File: config.mk
export PLATFORM = sky130hd
export DESIGN_NAME = ftdi_rx_reader
export DESIGN_NICKNAME = d
export VERILOG_FILES = /design/src/rtl/ftdi_pkg.sv /design/src/rtl/ftdi_rx_fifo.sv /design/src/rtl/ftdi_rx_reader.sv
export SDC_FILE = /design/constraint.sdc
export NUM_CORES = 1
export LEC_CHECK = 0
export ABC_CLOCK_PERIOD_IN_PS = 5900
export BUFFER_PORTS_ARGS = -buffer_cell sky130_fd_sc_hd__buf_2
export CORE_UTILIZATION = 30
export CTS_BUF_LIST = sky130_fd_sc_hd__clkbuf_16
export DETAILED_ROUTE_END_ITERATION = 16
export SLEW_MARGIN = 20
export SYNTH_ARGS = -nofsm -noshare
export SYNTH_HDL_FRONTEND = slang
export SYNTH_SLANG_ARGS = --single-unit
File: constraint.sdc
create_clock -name CLK_FTDI -period 5.9 [get_ports CLK_FTDI]
set_input_delay 0.59 -clock CLK_FTDI [delete_from_list [all_inputs] [get_ports CLK_FTDI]]
set_output_delay 0.59 -clock CLK_FTDI [all_outputs]
set_load 0.02 [all_outputs]
File: src/rtl/ftdi_pkg.sv
// Shared definitions for the FT2232H synchronous-245 interface blocks:
// bus strobe polarity, byte width and the receive controller state encoding.
package ftdi_pkg;

    // Byte width of the FT2232H data bus.
    localparam int BYTE_W = 8;

    // RD#, OE#, RXF# and TXE# are all active-low on the FT2232H.
    localparam logic FTDI_ACTIVE = 1'b0;

    // Receive controller states.
    typedef enum logic [1:0] {
        IDLE     = 2'd0,
        OE_SETUP = 2'd1,
        READ     = 2'd2
    } rx_state_t;

endpackage : ftdi_pkg

File: src/rtl/ftdi_rx_fifo.sv
// Synchronous first-word-fall-through byte FIFO. The head byte is visible on
// dout whenever level is non-zero; dout reads as zero while the FIFO is empty.
module ftdi_rx_fifo
    import ftdi_pkg::*;
#(
    parameter int DEPTH  = 16,
    parameter int ADDR_W = 4
) (
    input  logic              CLK_FTDI,
    input  logic              RST_N,
    input  logic              push,
    input  logic [BYTE_W-1:0] din,
    input  logic              pop,
    output logic [BYTE_W-1:0] dout,
    output logic [ADDR_W:0]   level
);

    logic [BYTE_W-1:0] mem [DEPTH];
    logic [ADDR_W-1:0] wr_ptr;
    logic [ADDR_W-1:0] rd_ptr;

    // Write the incoming byte at the tail.
    // NOTE: the storage array has no reset; only the pointers and level are
    // cleared, which is enough to discard the contents and keeps it RAM-friendly.
    always_ff @(posedge CLK_FTDI) begin
        if (push) begin
            mem[wr_ptr] <= din;
        end
    end

    // Advance pointers (wrapping mod DEPTH) and track occupancy; a push and a
    // pop on the same edge leave the level unchanged.
    always_ff @(posedge CLK_FTDI or negedge RST_N) begin
        if (!RST_N) begin
            wr_ptr <= '0;
            rd_ptr <= '0;
            level  <= '0;
        end else begin
            if (push) begin
                wr_ptr <= wr_ptr + ADDR_W'(1);
            end
            if (pop) begin
                rd_ptr <= rd_ptr + ADDR_W'(1);
            end
            case ({push, pop})
                2'b10:   level <= level + (ADDR_W+1)'(1);
                2'b01:   level <= level - (ADDR_W+1)'(1);
                default: level <= level;
            endcase
        end
    end

    // Head of buffer, forced to zero when empty so stale storage never shows.
    assign dout = (level != '0) ? mem[rd_ptr] : '0;

endmodule : ftdi_rx_fifo

File: src/rtl/ftdi_rx_reader.sv
// FT2232H synchronous-245 receive path. Watches RXF#, sequences OE# then RD#
// to pull host bytes off the bus, buffers them in a FWFT FIFO and presents
// them on a valid/ready stream. Never drives the data bus; the top level
// releases its drivers whenever OUT_EN is low.
module ftdi_rx_reader
    import ftdi_pkg::*;
#(
    parameter int DEPTH  = 16,
    parameter int ADDR_W = 4,
    parameter int CNT_W  = 16
) (
    input  logic              CLK_FTDI,
    input  logic              RST_N,
    input  logic              RX_EMPTY,
    input  logic [BYTE_W-1:0] DATA_IN,
    output logic              READ_N,
    output logic              OUT_EN,
    output logic [BYTE_W-1:0] M_DATA,
    output logic              M_VALID,
    input  logic              M_READY,
    output logic [ADDR_W:0]   LEVEL,
    output logic [CNT_W-1:0]  RX_BYTE_CNT
);

    rx_state_t         state;
    logic              host_ready;
    logic              cap;
    logic              pop;
    logic              space;
    logic [ADDR_W+1:0] next_level;

    // A byte is taken on every edge where the host has data and RD# is low.
    assign host_ready = (RX_EMPTY == FTDI_ACTIVE);
    assign cap        = host_ready && (READ_N == FTDI_ACTIVE);
    assign pop        = M_VALID && M_READY;

    // Room is judged on the occupancy after this edge, so the byte captured
    // on the exit edge is already accounted for and the FIFO cannot overflow.
    assign next_level = {1'b0, LEVEL} + (ADDR_W+2)'(cap) - (ADDR_W+2)'(pop);
    assign space      = next_level < (ADDR_W+2)'(DEPTH);

    assign M_VALID = (LEVEL != '0);

    ftdi_rx_fifo #(
        .DEPTH  (DEPTH),
        .ADDR_W (ADDR_W)
    ) u_fifo (
        .CLK_FTDI (CLK_FTDI),
        .RST_N    (RST_N),
        .push     (cap),
        .din      (DATA_IN),
        .pop      (pop),
        .dout     (M_DATA),
        .level    (LEVEL)
    );

    // Strobe sequencer: OE# leads RD# by one turnaround cycle on entry, and
    // both are released together on the edge that leaves READ.
    // NOTE: state and strobes use non-blocking assignments so every branch
    // sees the pre-edge values and the outputs stay glitch-free registers.
    always_ff @(posedge CLK_FTDI or negedge RST_N) begin
        if (!RST_N) begin
            state  <= IDLE;
            READ_N <= ~FTDI_ACTIVE;
            OUT_EN <= ~FTDI_ACTIVE;
        end else begin
            case (state)
                IDLE: begin
                    if (host_ready && space) begin
                        state  <= OE_SETUP;
                        OUT_EN <= FTDI_ACTIVE;
                    end
                end
                OE_SETUP: begin
                    if (host_ready && space) begin
                        state  <= READ;
                        READ_N <= FTDI_ACTIVE;
                    end else begin
                        state  <= IDLE;
                        OUT_EN <= ~FTDI_ACTIVE;
                    end
                end
                READ: begin
                    if (!(host_ready && space)) begin
                        state  <= IDLE;
                        READ_N <= ~FTDI_ACTIVE;
                        OUT_EN <= ~FTDI_ACTIVE;
                    end
                end
                default: begin
                    state  <= IDLE;
                    READ_N <= ~FTDI_ACTIVE;
                    OUT_EN <= ~FTDI_ACTIVE;
                end
            endcase
        end
    end

    // Running count of captured bytes, wrapping at 2^CNT_W.
    always_ff @(posedge CLK_FTDI or negedge RST_N) begin
        if (!RST_N) begin
            RX_BYTE_CNT <= '0;
        end else if (cap) begin
            RX_BYTE_CNT <= RX_BYTE_CNT + CNT_W'(1);
        end
    end

endmodule : ftdi_rx_reader

-- Word level (Yosys, flattened, before mapping)
Memory sizes are Yosys's and may differ from the RTL's.
Cells that the tools add are included.
- register bits after elaboration: 33
- memory bits (writable): 128
- input port bits: 12
- output and inout port bits: 32
- word-level logic and storage cells: 49
- memories: 1
- memories (name ; depth ; width ; rd ports ; clocked after Yosys merged registers in ; write ports ; line ; RTL):
    u_fifo.mem ; 16 ; 8 ; 1 ; 0 ; 1 ; ftdi_rx_fifo.sv:18 ; logic [BYTE_W-1:0] mem [DEPTH];
- $add $sub $neg: 7
- magnitude comparators: 1
- equality and inequality tests: 8
- multiplexer cells: 12
- bitwise gates (word level): 3
- reduce and logical (&&, ||, !) cells: 10
- operators by type and width (operator ; number):
    16-bit by 1-bit adder with 16-bit output, second input constant ; 1
    5-bit case mux with 2 select lines ; 1
    4-bit by 1-bit adder with 4-bit output, second input constant ; 2
    8-bit two-way mux ; 1
    2-bit != test, second input constant ; 4
    5-bit by 1-bit adder with 6-bit output ; 1
    6-bit by 5-bit < comparator with 1-bit output, second input constant ; 1
    2-bit two-way mux ; 3
    2-bit case mux with 3 select lines ; 1
    6-bit by 1-bit subtractor with 6-bit output ; 1
    5-bit by 1-bit adder with 5-bit output, second input constant ; 1
    5-bit nonzero test ; 1
    5-bit by 1-bit subtractor with 5-bit output, second input constant ; 1
    2-bit by 1-bit == test with 1-bit output, second input constant ; 2
    2-bit == test, second input constant ; 2
    1-bit two-way mux ; 4
    2-bit AND reduction ; 2
    1-bit logical AND ; 3
    1-bit NOT ; 3
    1-bit case mux with 3 select lines ; 1
    3-bit AND reduction ; 1
    2-bit logical NOT ; 1
    1-bit case mux with 2 select lines ; 1
    2-bit nonzero test ; 1
    2-bit OR reduction ; 1

-- Longest topological paths before layout
Gate-level depths: netlist (run 1).
- depth in word-level cells: 8
- gate-level depth with buffers: 13
- gate-level depth less buffers: 12

-- Modules after synthesis
Synthesis (run 1) repeated with hierarchy kept, for this count alone.
- cell total of the unflattened synthesis: 392
- area total of the unflattened synthesis: 6977.9 µm²
- modules (own cells, without submodules) (module ; times used ; cells an instance ; area an instance (µm²) ; seq. area each (µm²)):
    ftdi_rx_fifo ; 1 ; 290 ; 5878.1 ; 4169.0
    ftdi_rx_reader ; 1 ; 102 ; 1099.8 ; 503.0

-- Worst setup path before layout (run 1)
Ideal clock, no wire load.
- kind: flip-flop to flip-flop
- start: register u_fifo.level[2]
- end: register u_fifo.level[4]
- library setup time: 80 ps
- arrival: 2600 ps
- required time: 5820 ps
- path slack: 3220 ps
- stages on the path, launching flop included: 14
- path buffers: 1
- clock period less this slack: 2680 ps
- cells stage by stage: dfrtp_1 -> inv_1 -> ha_1 -> nor4b_1 -> nor2b_1 -> clkbuf_1 -> ha_1 -> inv_1 -> fa_1 -> nor2b_1 -> o21ai_0 -> and3_1 -> nor3_1 -> xnor2_1
- cells in the longest elaborated chain, start to end: 4
- elaborated cells between the ends (all ways): 8
- classes of those cells: add/sub: 2; eq/ne: 2; mux: 1; reduce/logical: 3
- ends and longest elaborated chain (item ; line ; RTL):
    start: declaration ; ftdi_rx_fifo.sv:15 ; output logic [ADDR_W:0] level
    start signal: assignment ; ftdi_rx_fifo.sv:46 ; 2'b10: level <= level + (ADDR_W+1)'(1);
    start signal: assignment ; ftdi_rx_fifo.sv:47 ; 2'b01: level <= level - (ADDR_W+1)'(1);
    start signal: assignment ; ftdi_rx_fifo.sv:48 ; default: level <= level;
    5-bit nonzero test (*) ; ftdi_rx_reader.sv:42 ; assign M_VALID = (LEVEL != '0);
    1-bit logical AND (*) ; ftdi_rx_reader.sv:35 ; assign pop = M_VALID && M_READY;
    net pop ; ftdi_rx_reader.sv:28 ; logic pop;
    2-bit by 1-bit == test with 1-bit output / 2-bit == test (equally long branches) ; ftdi_rx_fifo.sv:45 ; case ({push, pop})
    5-bit case mux with 2 select lines / 2-bit nonzero test (equally long branches) ; n/a ;
Mark *: on every way through the listed nets, which the timed path passes. The rest lies on a longest branch.
A chain may end at the register's enable or synchronous reset.

-- Final worst setup path (run 1)
- start: register u_fifo.rd_ptr[0]
- end: output port M_DATA[6]
- cells in the longest elaborated chain, start to end: 2
- ends and longest elaborated chain (item ; line ; RTL):
    start: declaration ; ftdi_rx_fifo.sv:20 ; logic [ADDR_W-1:0] rd_ptr;
    start signal: assignment ; ftdi_rx_fifo.sv:43 ; rd_ptr <= rd_ptr + ADDR_W'(1);
    memory read 16 x 8 bit ; n/a ;
    8-bit two-way mux ; ftdi_rx_fifo.sv:54 ; assign dout = (level != '0) ? mem[rd_ptr] : '0;
    end: declaration ; ftdi_rx_reader.sv:18 ; output logic [BYTE_W-1:0] M_DATA,
No other way between the ends.

==> results of run 1 <==
final timing paths:
kind                       slack [ns]                      endpoint                    startpoint
hold reg to reg                  0.48   RX_BYTE_CNT[15]$_DFFE_PN0P_   RX_BYTE_CNT[15]$_DFFE_PN0P_
hold / removal                   0.23    RX_BYTE_CNT[6]$_DFFE_PN0P_                         RST_N
min in group CLK_FTDI            0.48   RX_BYTE_CNT[15]$_DFFE_PN0P_   RX_BYTE_CNT[15]$_DFFE_PN0P_
max in group asynchronous        5.15  u_fifo.rd_ptr[2]$_DFFE_PN0P_                         RST_N
setup / recovery                 2.52                     M_DATA[6]  u_fifo.rd_ptr[0]$_DFFE_PN0P_
setup reg to reg                 3.00          state[1]$_DFFE_PN0P_   u_fifo.level[2]$_DFFE_PN0P_
metal layers:
metal  GRT usage [%]  vias up  wire, um
met1           15.13     1748      5696
li1                -     1573         -
met5               0        -         0
met4           3.944        0       195
met2           20.10       78      6700
met3           4.608       15       897
layout make-up:
class,count,area share [%]
Clock buffer,17,5.364
Clock inverter,14,2.351
Inverter,15,0.7099
Multi-Input combinational cell,193,25.41
Sequential cell,161,58.94
Tap cell,280,4.417
Timing Repair Buffer,44,2.808
sequential cells by signal (all words and copies together), names as in the netlist:
| name | cells |
|---|---|
| OUT_EN | 1 |
| READ_N | 1 |
| RX_BYTE_CNT | 16 |
| state | 2 |
| u_fifo.level | 5 |
| u_fifo.mem | 128 |
| u_fifo.rd_ptr | 4 |
| u_fifo.wr_ptr | 4 |
cells by family after synthesis:
kind of cell,share of synthesized area [%]
buffers and inverters,1.872
AO/OA/AOI/OAI,1.964
XOR/XNOR,3.341
adder cells (fa/ha/maj),3.965
flip-flops,68.55
multiplexers,13.55
AND/OR/NAND/NOR,6.756
synth_stat cells, drive strengths merged (4+ instances only):
cell type	number
nor3	4
edfxtp	128
inv	15
and3	6
o21ai	5
nand3	6
nor2b	4
ha	20
a21oi	7
nand2b	4
nand2	17
nand4	6
nor2	6
dfrtp	31
buf	8
and2	25
mux4	40
clkbuf	6
xor2	5
xnor2	21
per-stage QoR:
stage,worst slack [ns],total power [mW]
final,2.517,3.955
after floorplan,3.220,2.498
after detailed placement,2.755,2.855
after CTS,2.440,4.008
after global placement,2.845,2.819
after global routing,2.335,4.185
power groups by stage:
| stage | clock network, mW | registers [mW] | logic (mW) |
|---|---|---|---|
| floorplan | 0 | 1.53 | 0.966 |
| global placement | 0 | 1.59 | 1.23 |
| detailed placement | 0 | 1.60 | 1.26 |
| CTS | 1.17 | 1.58 | 1.27 |
| global route | 1.22 | 1.60 | 1.37 |
| finish | 1.14 | 1.57 | 1.24 |
worst max-delay path, delay by kind of cell (launching register included):
kind	cells	cell delay, ns
muxes	2	1.13
DFF	1	0.34
buffers and inverters	2	0.70
and+or+nand+nor	1	0.18
==> impl_metrics.toml, run 1 <==
[outcome]
run_status = "finished with violations"
violations = "DRC"

[clock_network]
clkLatencyLatePin_ns = 0.42
clk_transition_reported_paths_ns = 0.06
depth_of_the_cts_h_tree = 4
post_cts_hold_buffer_count = 0
cts_repair_resize_count = 0
cts_made_buffers = 17
cts_tree = "yes"
tritoncts_num_sinks = 161
clock_tree.buffer_depth = 2
cts.root.buffer_cell = "clkbuf_16"
post-cts-setup-buffers = 0

[logic_synthesis]
post-synth-top-area-fraction_pct = 56.40
synth_top_flop_cell = "edfxtp_1"
netlist_instances = 383
yosysUniqueCellTypes = 35
synthArstFlopShare_pct = 20.50
yosys_register_bits = 161
synthTopCellsByArea = "edfxtp_1, mux4_2, dfrtp_1"
postSynthNetCount = 416
yosysTopAreaCell = "edfxtp_1"
ys_warn_count = 0
synth_seq_area_share_pct = 68.55
post_synth.cell_area_avg_um2 = 17.79
post_synth_instance_area_um2 = 6815
number_of_flops_mapped_to_enable_cells_by_yosys = 128

[sta]
worst_slew_pin_slew_ns = 0.8684
achievable-frequency_mhz = 295.6
finalHoldWorstSlack_ns = 0.2316
finalWorstPathRequiredPeriod_ns = 3.383
post-route-period-util_pct = 57.34
finalSetupTns_ns = 0
finalHoldViolCount = 0
relSlewSlack_pct = 42.11
unrepaired_setup_endpoints_after_global_routing = "no"
clock_skew_ns = 0.006933
final_max_slew_viol_count = 0
finalSetupViolations = 0

[detailed_routing]
ant_nets = 0
first_pass_iters = 11
drt_wl_total_um = 13490
drt-initial-drc-count = 219
viasPerCell = 4.715
drcViolationCount = 3
detail_route.wl_per_cell_um = 18.63
detailroute.via_count = 3414

[worst_setup_path]
critPathKind = "flop to output pin"
path_cells = "buf_4 -> mux4_2 -> mux4_2 -> and2_1 -> buf_2"
timing.critical_path.to_type = "output pin"
critPathMaxFanout = 35
worstPathRequired_ns = 5.31
critPathSlowestCell = "mux4_2"
critPathLaunchType = "flop"
crit_arrival_ns = 2.79
critPathMaxStageDelay_ns = 0.61
reg2regPathDepth = 11
most_used_cell_along_the_critical_path = "mux4_2"

[grt]
grt.overflow.total = 0
grtUsageTotal_pct = 12.33
grt_pass1_vias = 3594
antenna_found_initial = 0
grt_max_degree = 36
grt_pass1_wl_um = 20960

[finish]
areaGrowthSynthToFinish_pct = 16.38
number_of_antenna_diodes = 0
finalNetCount = 465
multi_input_area_um2 = 2016
layout.filler_cells = 2081
drive_gt1_share_pct = 27.03
layoutNonFillerInstCount = 724
area.sequential_um2 = 4674
final_core_utilization_pct = 36.01
most_frequent_cells_in_the_layout = "edfxtp_1, buf_2, mux4_2"
layout_commonest_cell = "edfxtp_1"
finish.instance_area_um2 = 7931

[floorplan]
floorplan.core_area_um2 = 22030
die-width_um = 152.7
chipHeight_um = 152.7
placementRows = 54
die-area_um2 = 23320
floorplan.initialDensity_pct = 30.94
floorplan.io_pins = 44

[placement]
post_detail_place_hpwl_um = 8493
io_buffers = 43
placed_area_um2 = 7320
gp_congestion = 0.7530
placed_cells_incl_taps = 693

[power]
power.ir.vdd_worst_uv = 194.8
clkPwrFrac_pct = 28.9
p_comb_share_pct = 31.4
total_leakage_power_nw = 2.834
p_per_area_nw_per_um2 = 498.6
intPower_mw = 2.691
power_switching_mw = 1.264
power.share.sequential_pct = 39.7
p_sw_share_pct = 31.95

[worst_hold_path]
hold_path_class = "input port to asynchronous set/reset pin"

[run]
maxCapViolCount = 0
Note: power is estimated with default switching activity, not from simulation.
==> run 2: changes to the inputs <==
--- a/config.mk
+++ b/config.mk
@@ -5,7 +5,7 @@
 export SDC_FILE = /design/constraint.sdc
 export NUM_CORES = 1
 export LEC_CHECK = 0
-export ABC_CLOCK_PERIOD_IN_PS = 5900
+export ABC_CLOCK_PERIOD_IN_PS = 3440
 export BUFFER_PORTS_ARGS = -buffer_cell sky130_fd_sc_hd__buf_2
 export CORE_UTILIZATION = 30
 export CTS_BUF_LIST = sky130_fd_sc_hd__clkbuf_16
==> constraint.sdc (replaced) <==
create_clock -name CLK_FTDI -period 3.44 [get_ports CLK_FTDI]
set_input_delay 0.344 -clock CLK_FTDI [delete_from_list [all_inputs] [get_ports CLK_FTDI]]
set_output_delay 0.344 -clock CLK_FTDI [all_outputs]
set_load 0.02 [all_outputs]
==> run 2 against run 1 <==
Effect of this change:
- the flow finishes with violations (hold timing)
- clock power up 64%
- critical endpoint is now M_DATA[5]
- highest routed layer unchanged
- largest power group unchanged
- register-to-register slack got worse by 2.4 ns
- flip-flop and latch count is the same
- hold slack got worse by 0.24 ns
- cell area about the same
- first-iteration DRC count grew 7.3%
- power up 70%
- core utilization about the same
- final cell count grew 0.55%
- sequential power rose by 66%
- via count increased by 0.97%
==> impl_metrics.toml, run 2 (synthesized netlist as in run 1, its figures left out) <==
[outcome]
run_status = "finished with violations"
violations = "hold timing"

[sta]
achievable-frequency_mhz = 350.3
relSlewSlack_pct = 48.59
finalWorstPathRequiredPeriod_ns = 2.854
finalSetupViolations = 0
finalSetupTns_ns = 0
worst_slew_pin_slew_ns = 0.7711
unrepaired_setup_endpoints_after_global_routing = "no"
clock_skew_ns = 0.006923
final_max_slew_viol_count = 0
finalHoldViolCount = 3
post-route-period-util_pct = 82.98
finalHoldWorstSlack_ns = -0.004125

[placement]
gp_congestion = 0.7821
io_buffers = 43
placed_area_um2 = 7341
post_detail_place_hpwl_um = 8630

[detailed_routing]
first_pass_iters = 6
ant_nets = 0
drt-initial-drc-count = 235
viasPerCell = 4.735
detailroute.via_count = 3447
drcViolationCount = 0
detail_route.wl_per_cell_um = 18.89
drt_wl_total_um = 13750

[clock_network]
clock_tree.buffer_depth = 2
tritoncts_num_sinks = 161
cts_repair_resize_count = 0
cts_tree = "yes"
clkLatencyLatePin_ns = 0.42
depth_of_the_cts_h_tree = 4
clk_transition_reported_paths_ns = 0.07
cts.root.buffer_cell = "clkbuf_16"
post_cts_hold_buffer_count = 0
cts_made_buffers = 17
post-cts-setup-buffers = 0

[floorplan]
die-area_um2 = 23320
die-width_um = 152.7
placementRows = 54
floorplan.io_pins = 44
floorplan.initialDensity_pct = 30.94
chipHeight_um = 152.7
floorplan.core_area_um2 = 22030

[worst_setup_path]
worstPathRequired_ns = 3.10
critPathKind = "flop to output pin"
critPathMaxFanout = 19
timing.critical_path.to_type = "output pin"
critPathLaunchType = "flop"
crit_arrival_ns = 2.51

[finish]
largest_register = "u_fifo.mem"
number_of_antenna_diodes = 0
largest_register_ffs = 128
finalNetCount = 468
layout_commonest_cell = "edfxtp_1"
most_frequent_cells_in_the_layout = "edfxtp_1, buf_2, mux4_2"
drive_gt1_share_pct = 27.46
reg_top3 = "u_fifo.mem x128, RX_BYTE_CNT x16, u_fifo.level x5"
layout.filler_cells = 2075
areaGrowthSynthToFinish_pct = 16.27
finish.instance_area_um2 = 7924

[power]
total_leakage_power_nw = 2.842
intPower_mw = 4.501
p_sw_share_pct = 32.92
clkPwrFrac_pct = 27.9
design_power_total_mw = 6.711
power.ir.vdd_worst_uv = 439.4
power.share.sequential_pct = 38.9
p_comb_share_pct = 33.3
power_switching_mw = 2.209
p_per_area_nw_per_um2 = 846.9

[grt]
grtUsageTotal_pct = 12.68
grt_pass1_vias = 3687
grt_pass1_wl_um = 21400
grt_max_degree = 34
antenna_found_initial = 0
grt.overflow.total = 0

[worst_hold_path]
hold_path_class = "input port to asynchronous set/reset pin"

[run]
maxCapViolCount = 0
run 2: critical path: stages (launching register included):
cell	delay, ns
dfrtp_2	0.35
buf_4	0.34
mux4_2	0.55
mux4_2	0.49
and2_1	0.18
buf_2	0.16
run 2: final cells by class:
cell class | instances | area [um^2] | area share, %
Sequential cell | 161 | 4673 | 58.98
Multi-Input combinational cell | 193 | 2016 | 25.44
Clock buffer | 17 | 425.4 | 5.369
Tap cell | 280 | 350.3 | 4.421
Timing Repair Buffer | 47 | 245.2 | 3.095
Clock inverter | 15 | 157.7 | 1.990
Inverter | 15 | 56.30 | 0.7106
run 2: routing by layer:
metal	wire [um]	up-vias	track usage, %
met5	0	-	0
met4	231	0	4.329
met3	968	13	4.522
met2	6779	90	20.55
met1	5770	1763	15.70
li1	-	1581	-
run 2: worst paths after layout:
check                                             start                           end  slack [ns]  cells after the start
min                                               RST_N    RX_BYTE_CNT[1]$_DFFE_PN0P_      -0.004                      1
min reg2reg                 RX_BYTE_CNT[15]$_DFFE_PN0P_   RX_BYTE_CNT[15]$_DFFE_PN0P_        0.48                      1
min in group CLK_FTDI                        DATA_IN[6]    u_fifo.mem[0][6]$_DFFE_PP_        0.30                      1
max                        u_fifo.rd_ptr[0]$_DFFE_PN0P_                     M_DATA[5]        0.59                      5
max reg2reg                 u_fifo.level[2]$_DFFE_PN0P_   u_fifo.level[4]$_DFFE_PN0P_        0.63                     12
max in group asynchronous                         RST_N  u_fifo.rd_ptr[0]$_DFFE_PN0P_        2.90                      1
run 2: per-stage QoR:
stage / setup slack, ns / hold WS (ns) / util, % / instances
floorplan: 0.7596 / 0.04841 / - / 383
global placement: 0.7055 / 0.4596 / 33.33 / 696
detailed placement: 0.6273 / 0.4692 / 33.33 / 696
CTS: 0.5107 / 0.01594 / 35.97 / 728
global route: 0.4084 / 0.03937 / 35.97 / 728
finish: 0.5856 / -0.004125 / 35.97 / 728
run 2: power groups by stage:
| stage | Combinational [mW] | Clock [mW] | Sequential [mW] |
|---|---|---|---|
| floorplan | 1.66 | 0 | 2.63 |
| global placement | 2.24 | 0 | 2.64 |
| detailed placement | 2.27 | 0 | 2.65 |
| CTS | 2.28 | 1.92 | 2.61 |
| global route | 2.46 | 2.00 | 2.65 |
| finish | 2.23 | 1.87 | 2.61 |
